===== config.mk =====
export PLATFORM = sky130hd
export DESIGN_NAME = seq_loader_flat
export DESIGN_NICKNAME = d
export VERILOG_FILES = /design/src/rtl/seq_loader_if.sv /design/src/rtl/seq_loader.sv /design/src/flat_wrapper.sv
export SDC_FILE = /design/constraint.sdc
export NUM_CORES = 1
export LEC_CHECK = 0
export ABC_AREA = 1
export CELL_PAD_IN_SITES_DETAIL_PLACEMENT = 2
export CELL_PAD_IN_SITES_GLOBAL_PLACEMENT = 2
export CORE_UTILIZATION = 30
export DETAILED_ROUTE_END_ITERATION = 7
export GPL_ROUTABILITY_DRIVEN = 0
export PLACE_DENSITY_LB_ADDON = 0.05
export SLEW_MARGIN = 20
export SYNTH_ARGS = -nofsm -noshare
export SYNTH_HDL_FRONTEND = slang
export SYNTH_SLANG_ARGS = --single-unit

===== constraint.sdc =====
create_clock -name clk -period 2.8 [get_ports clk]
set_input_delay 0.56 -clock clk [delete_from_list [all_inputs] [get_ports clk]]
set_output_delay 0.56 -clock clk [all_outputs]
set_load 0.01 [all_outputs]

===== src/rtl/seq_loader_if.sv =====
// Byte-stream handshake into the sequence loader.
// The source drives data/valid and the loader drives ready.
`timescale 1ns/1ps
interface seq_loader_if;
  logic [7:0] in_data;
  logic       in_valid;
  logic       in_ready;

  modport master (output in_data, in_valid, input in_ready);
  modport slave  (input in_data, in_valid, output in_ready);
endinterface


===== src/rtl/seq_loader.sv =====
// Stream-to-RAM loader: validates ASCII nucleotides and writes sequence A, then sequence B, into the sequence RAMs.
// Optional `SEQ_LOWERCASE_EN` accepts lowercase a/c/g/t and writes them uppercased.
`timescale 1ns/1ps
module seq_loader #(
  parameter int N   = 128,
  parameter int Bit = $clog2(N)
) (
  input  logic             clk,
  input  logic             rst,
  input  logic             start,
  seq_loader_if.slave      bus,
  output logic [8:0]       din,
  output logic             en_din,
  output logic             we,
  output logic             sel_b,
  output logic [Bit-1:0]   addr_din,
  output logic [Bit:0]     len_a,
  output logic [Bit:0]     len_b,
  output logic             busy,
  output logic             done,
  output logic             error
);

  localparam logic [2:0] S_IDLE   = 3'd0;
  localparam logic [2:0] S_LOAD_A = 3'd1;
  localparam logic [2:0] S_LOAD_B = 3'd2;
  localparam logic [2:0] S_DONE   = 3'd3;
  localparam logic [2:0] S_ERR    = 3'd4;

  // One bit wider than the address so a full RAM (cnt == N) is distinguishable.
  localparam logic [Bit:0] CNT_MAX = (Bit+1)'(N);

  logic [2:0]   state;
  logic [Bit:0] cnt;
  logic [7:0]   folded;
  logic         is_nuc;
  logic         is_cr;
  logic         is_lf;
  logic         accept;

`ifdef SEQ_LOWERCASE_EN
  assign folded = (bus.in_data inside {8'h61, 8'h63, 8'h67, 8'h74}) ? (bus.in_data & 8'hDF)
                                                                   : bus.in_data;
`else
  assign folded = bus.in_data;
`endif

  assign is_nuc = folded inside {8'h41, 8'h43, 8'h47, 8'h54};
  assign is_cr  = (bus.in_data == 8'h0D);
  assign is_lf  = (bus.in_data == 8'h0A);

  assign bus.in_ready = (state == S_LOAD_A) || (state == S_LOAD_B);
  assign accept       = bus.in_valid && bus.in_ready;
  assign we           = en_din;

  always_ff @(posedge clk) begin
    // NOTE: sequential state uses non-blocking assignments so every flop samples pre-edge values.
    if (rst) begin
      state    <= S_IDLE;
      cnt      <= '0;
      din      <= '0;
      en_din   <= 1'b0;
      sel_b    <= 1'b0;
      addr_din <= '0;
      len_a    <= '0;
      len_b    <= '0;
      busy     <= 1'b0;
      done     <= 1'b0;
      error    <= 1'b0;
    end else begin
      en_din <= 1'b0;
      case (state)
        S_IDLE, S_DONE, S_ERR: begin
          if (start) begin
            state <= S_LOAD_A;
            cnt   <= '0;
            len_a <= '0;
            len_b <= '0;
            sel_b <= 1'b0;
            busy  <= 1'b1;
            done  <= 1'b0;
            error <= 1'b0;
          end
        end
        S_LOAD_A, S_LOAD_B: begin
          if (accept) begin
            if (is_nuc) begin
              if (cnt == CNT_MAX) begin
                state <= S_ERR;
                busy  <= 1'b0;
                error <= 1'b1;
              end else begin
                en_din   <= 1'b1;
                din      <= {1'b0, folded};
                addr_din <= cnt[Bit-1:0];
                cnt      <= cnt + 1'b1;
              end
            end else if (is_cr) begin
              // Carriage returns from CRLF line endings are dropped silently.
            end else if (is_lf && (cnt != '0)) begin
              if (state == S_LOAD_A) begin
                len_a <= cnt;
                cnt   <= '0;
                sel_b <= 1'b1;
                state <= S_LOAD_B;
              end else begin
                len_b <= cnt;
                state <= S_DONE;
                busy  <= 1'b0;
                done  <= 1'b1;
              end
            end else begin
              // Empty sequence or an invalid character aborts the load.
              state <= S_ERR;
              busy  <= 1'b0;
              error <= 1'b1;
            end
          end
        end
        default: state <= S_IDLE;
      endcase
    end
  end

endmodule


===== src/flat_wrapper.sv =====
// flat-port wrapper written by rule: the top's interface ports become plain ports
module seq_loader_flat 
#(
  parameter int N   = 128,
  parameter int Bit = $clog2(N)
)
  (clk, rst, start, din, en_din, we, sel_b, addr_din, len_a, len_b, busy, done, error, bus_in_data, bus_in_valid, bus_in_ready);
  seq_loader_if bus_i ();
  input  logic clk;
  input  logic rst;
  input  logic start;
  output logic [8:0] din;
  output logic en_din;
  output logic we;
  output logic sel_b;
  output logic [Bit-1:0] addr_din;
  output logic [Bit:0] len_a;
  output logic [Bit:0] len_b;
  output logic busy;
  output logic done;
  output logic error;
  input wire logic [$bits(bus_i.in_data)-1:0] bus_in_data;
  input wire logic [$bits(bus_i.in_valid)-1:0] bus_in_valid;
  output wire logic [$bits(bus_i.in_ready)-1:0] bus_in_ready;
  assign bus_i.in_data = bus_in_data;
  assign bus_i.in_valid = bus_in_valid;
  assign bus_in_ready = bus_i.in_ready;
  seq_loader #(.N(N), .Bit(Bit)) u_core (.clk(clk), .rst(rst), .start(start), .bus(bus_i), .din(din), .en_din(en_din), .we(we), .sel_b(sel_b), .addr_din(addr_din), .len_a(len_a), .len_b(len_b), .busy(busy), .done(done), .error(error));
endmodule

==> reports/metrics.csv, run 1 <==
metric;value;unit
ys flop type;dfxtp_1;
wirelength, routed;6706;microns
port bufs;49;
synth top area cells;dfxtp_1 (41%), nand2_1 (8.1%), nor2_1 (6.8%);
largest net degree at the start of global routing;33;
post_cts resized;0;
worst setup path endpoint;u_core.len_b[1];
placed cell area;0.002860;sq mm
Setup CP Type;primary input to flop;
final core utilization;40.37;%
synth warn;0;
initial antenna violation count;0;
Max Root-Sink Buffers;2;
FF-to-FF Start;u_core.cnt[0];
setup TNS;0;ns
vias;2176;
post-synthesis async set-or-reset flop share;0;%
final instance count without filler cells;455;
Cell Area, Synth;0.002317;sq mm
Area Overhead vs Synth;28.40;%
fin crit share;82.55;%
GRT Max-Usage Layer;met2;
GRT Residual Overflow;0;
fillers;859;
final instance area;0.002975;sq mm
GR Util met2;31.28;%
first-pass GRT wire length;11780;microns
#FFs+latches synth;47;
sequential-to-total area share from yosys stat;40.60;%
worst-path fanout max;18;
max-slew violations;0;
status;completed;
TritonCTS clock tree;built;
routed length per instance;14.74;microns
initial core utilization;31.44;%
Post-synth EDFFs;0;
FF-to-FF End;u_core.len_b[1];
CTS Buf Count;5;
Cells after Synth;308;
number of routed nets with antenna violations;0;
Critical path origin;bus_in_data[3];
chip width;89.89;microns
Total Power;3.000;mW
Final WS setup;0.4887;ns
Max Clk Rate;432.7;MHz
Worst-path clk slew;0.10;ns
Final Hold Viols;0;
vias per inst;4.782;
Worst Path Required;3.00;ns
H-tree Lvls;2;
Setup crit start kind;primary input;
Placeable Area;0.007370;sq mm
Commonest cells post-synth;nand2_1 (50), dfxtp_1 (47), nor2_1 (42);
HP Class;flop to flop;
R2R Setup Slk;0.71;ns
met3 Usage GRT;2.961;%
Leak;1.174;nW
Max-cap violations;0;
vias in the first global route;2316;
most common cell in the netlist;nand2_1;
Data arrival, critical path;2.51;ns
VDD IR max;0.3479;mV
hold slack;0.4491;ns
worst skew pair latency;0.31;ns
DR iter-0 viols;46;
# IOs;51;
Yosys cell types;35;
Total Die Area;0.008079;sq mm
share of layout cells above drive strength 1;13.76;%
DP Worst Slack;0.1573;ns
Clock Skew;0.009244;ns
# nets final;369;
DRT Pass-1 Iters;4;
final number of setup-violating endpoints;0;
M1 GR Usage;23.40;%
number of cell rows;31;
DRC viols;0;
GRT Total Usage;18.01;%
net count after synthesis;322;
hold_buf cts;0;
Cell Pwr Density;1008;mW/mm^2
Final HPWL DP;5021;microns
root buf cell;clkbuf_8;
RSZ-0062 raised after global routing;no;
syn_area_per_cell;7.523;sq um
post-synth top area cell;dfxtp_1;
Final Critical Period;2.311;ns
Die Y;89.89;microns
Synth top area share;40.60;%
CTS sink count;47;
Placed Cells incl. Taps;447;
Diodes inserted;0;
R2R cell count;10;
critical path endpoint category;flop;
post-CTS setup buffer count;0;
[cell usage in the layout (no fill, tap or decap), types with 4 or more instances in the layout]
cell type / netlist / layout
nand2_1: 50 / 50
clkdlybuf4s50_1: 0 / 49
dfxtp_1: 47 / 47
nor2_1: 42 / 42
inv_1: 30 / 30
a21oi_1: 27 / 27
o21ai_0: 20 / 20
nand3_1: 16 / 16
inv_2: 8 / 8
nand4_1: 8 / 8
nand2_2: 5 / 5
o21ai_1: 5 / 5
a21oi_2: 5 / 5
clkbuf_8: 0 / 5
nor3b_1: 4 / 4
[power by group]
group          switching (mW)  total (mW)  leakage (nW)  internal [mW]
registers               0.136       0.986         0.383          0.850
clock network           0.257       0.526        0.0548          0.269
logic                   0.951        1.49         0.736          0.537
total                    1.34        3.00          1.17           1.66
[how the worst min path moves through the flow]
stage                          startpoint               to  cells after the start
after floorplan             u_core.cnt[6]    u_core.cnt[6]                      2
after global placement    u_core.len_b[0]  u_core.len_b[0]                      2
after detailed placement  u_core.len_b[0]  u_core.len_b[0]                      2
after CTS                 u_core.len_b[0]  u_core.len_b[0]                      2
after global routing      u_core.len_b[2]  u_core.len_b[2]                      2
final                     u_core.len_b[0]  u_core.len_b[0]                      2
[worst max-delay path: stages]
cell and delay (ns):
clkdlybuf4s50_1 0.55, inv_1 0.06, nor2_1 0.08, nand2_1 0.06, nor2_1 0.13, nand2_1 0.14, nand2_2 0.12, nand4_2 0.38
o21ai_0 0.35, a21oi_1 0.06
[sequential cells by signal (all words and copies together), names as in the netlist]
register         cells
u_core.sel_b         1
u_core.len_b         8
u_core.done          1
u_core.error         1
u_core.state         3
u_core.addr_din      7
u_core.len_a         8
u_core.busy          1
u_core.en_din        1
u_core.din           8
u_core.cnt           8
[layer usage]
metal,up-vias,part of all wire (%)
met1,1051,48
met4,0,1.0
met2,36,48
met3,6,2.9
li1,1083,-
met5,-,0
[cells by family (layout without fill, tap and decap cells)]
kind of cell	after synthesis	after routing	share of synthesized area, %
simple gates	145	145	32.56
compound gates	61	61	14.74
buf+inv	50	98	10.10
flops	47	47	40.60
fa+ha+maj	2	2	1.080
xor+xnor	2	2	0.7561
other cells	1	1	0.1618
[area by class of cell]
class	count	area, sq um	share of cell area [%]
multi-input cells	211	1142	38.39
clock buffers	5	68.82	2.313
repair buffers	51	505.5	16.99
clock inverters	3	46.29	1.556
flip-flops and latches	47	940.9	31.62
inverters	39	147.6	4.962
well taps	99	123.9	4.163
(Power assumes the default switching activity.)
==> run 2: changes to the inputs <==
- CORE_UTILIZATION: 30 -> 25
- clock period: 2.8 -> 2.1 ns (I/O delays scaled with it)
==> run 2 against run 1 <==
Net effect:
- the run now ends with DRC left
- sequential share of layout area down 2.4 points
- critical path depth down 6
- hold slack improved by 0.0045 ns
- flip-flop and latch count did not move
- cell area grew 8.5%
- clock power is 34% higher
- setup slack worse by 0.39 ns
- non-clock buffer count rose by 28
- die area is 20% higher
- largest power group unchanged
==> reports/metrics.csv, run 2 (same netlist as run 1, synthesis figures left out) <==
metric;value;unit;change
status;finished with violations;;
failing checks;DRC;;
Final Critical Period;1.996;ns;
initial core utilization;26.19;%;-5.3 points
met2 routed WL;3477;microns;+8.7%
VDD IR max;0.4536;mV;+30%
port bufs;49;;unchanged
Worst Path Required;1.68;ns;-1.32 ns
share of layout cells above drive strength 1;21.09;%;+7.3 points
number of cell rows;34;;+9.7%
DRT Pass-1 Iters;6;;+2
CTS Buf Count;5;;unchanged
Total Die Area;0.009658;sq mm;+20%
Final HPWL DP;5725;microns;+14%
worst-path fanout max;5;;-13
vias;2249;;+3.4%
metal3 WL;152;microns;-22%
Critical path origin;u_core.state[1];;
worst hold path depth;2;;unchanged
register area;942.2;sq um;+0.13%
Max-cap violations;0;;unchanged
Clock Skew;0.007324;ns;-0.001920 ns
FF-to-FF Start;u_core.cnt[1];;
Leak;1.317;nW;+12%
setup TNS;0;ns;unchanged
largest net degree at the start of global routing;33;;unchanged
Max Clk Rate;500.9;MHz;
number of routed nets with antenna violations;0;;unchanged
multi-input combinational cell area;0.001147;sq mm;+0.44%
hold_buf cts;0;;unchanged
Data arrival, critical path;1.58;ns;-0.93 ns
worst skew pair latency;0.30;ns;about the same
initial antenna violation count;0;;unchanged
wirelength, routed;7299;microns;+8.8%
max-slew violations;0;;unchanged
routed length per instance;14.84;microns;+0.66%
Setup CP Type;flop to output pin;;
hold slack;0.4536;ns;+0.004490 ns
Area Overhead vs Synth;39.31;%;
Placeable Area;0.008848;sq mm;+20%
final instance area;0.003228;sq mm;+8.5%
vias per inst;4.571;;-4.4%
# IOs;51;;unchanged
Setup crit start kind;flop;;
met1 wire length;3626;microns;+12%
DRC viols;4;;+4
GRT Total Usage;16.09;%;-1.9 points
Worst-path clk slew;0.10;ns;about the same
fillers;1081;;+26%
CTS sink count;47;;unchanged
Final Hold Viols;0;;unchanged
fin crit share;95.07;%;
Top Layer Used;met4;;
Diodes inserted;0;;unchanged
worst setup path endpoint;bus_in_ready;;
Cell Pwr Density;1341;mW/mm^2;+33%
DR iter-0 viols;43;;-6.5%
final core utilization;36.48;%;-3.9 points
GRT Residual Overflow;0;;unchanged
Total Power;4.328;mW;+44%
R2R Setup Slk;0.23;ns;-0.48 ns
first-pass GRT wire length;12320;microns;+4.6%
TritonCTS clock tree;built;;
final number of setup-violating endpoints;0;;unchanged
Die Y;98.28;microns;+9.3%
FF-to-FF End;u_core.cnt[0];;
H-tree Lvls;2;;unchanged
chip width;98.28;microns;+9.3%
Max Root-Sink Buffers;2;;unchanged
RSZ-0062 raised after global routing;no;;
placed cell area;0.003099;sq mm;+8.4%
vias in the first global route;2420;;+4.5%
critical path endpoint category;output pin;;
# nets final;397;;+7.6%
root buf cell;clkbuf_8;;
commonest non-fill, non-tap cell in the layout;nand2_1;;
most frequent cells in the layout;nand2_1 (50), clkdlybuf4s50_1 (49), dfxtp_1 (46);;
HP Class;flop to flop;;
R2R cell count;14;;+4
==> run 2: per-stage QoR <==
| stage | worst slack, ns | std cells |
|---|---|---|
| final | 0.1035 | 492 |
| after floorplan | 0.5756 | 308 |
| after CTS | 0.03508 | 492 |
| after detailed placement | -0.1734 | 483 |
| after global routing | 0.01617 | 492 |
| after global placement | -0.1321 | 483 |
==> run 2: area by class of cell <==
type | count | area share, %
timing repair buffer | 79 | 22.95
tap | 108 | 4.186
clock buffer | 5 | 2.132
sequential | 47 | 29.19
multi-input combinational | 211 | 35.54
clock inverter | 3 | 1.434
inverter | 39 | 4.574
==> run 2: how the worst min path moves through the flow <==
stage                         start               to  slack [ns]
floorplan             u_core.cnt[6]    u_core.cnt[6]        0.46
global placement    u_core.len_b[3]  u_core.len_b[3]        0.44
detailed placement  u_core.len_b[3]  u_core.len_b[3]        0.45
CTS                 u_core.len_b[3]  u_core.len_b[3]        0.46
global route        u_core.len_b[1]  u_core.len_b[1]        0.48
finish              u_core.len_b[4]  u_core.len_b[4]        0.45
==> run 2: layer usage <==
metal / up-vias / global-route usage (%)
met2: 30 / 27.46
li1: 1136 / -
met3: 2 / 2.219
met4: 0 / 3.789
met1: 1081 / 21.45
met5: - / 0
==> run 2: critical path, stage by stage (launching register included) <==
cell and delay, ns:
dfxtp_1 0.34, inv_1 0.17, nand3_4 0.12, nand2_4 0.10, clkdlybuf4s50_1 0.54
==> run 2: timing repair <==
action | in CTS | in global routing
endpoints found under the hold margin | 0 | 0
setup buffers | 1 | 0
setup endpoints to repair | 1 | 9
pin swaps | 1 | 0
gates resized for setup | 0 | 4
==> run 2: report_power, final <==
part	internal (mW)	total [mW]	switching (mW)	leakage, nW
Clock	0.359	0.705	0.346	0.0548
Sequential	1.14	1.32	0.187	0.384
Combinational	0.966	2.30	1.33	0.878
Total	2.46	4.33	1.87	1.32
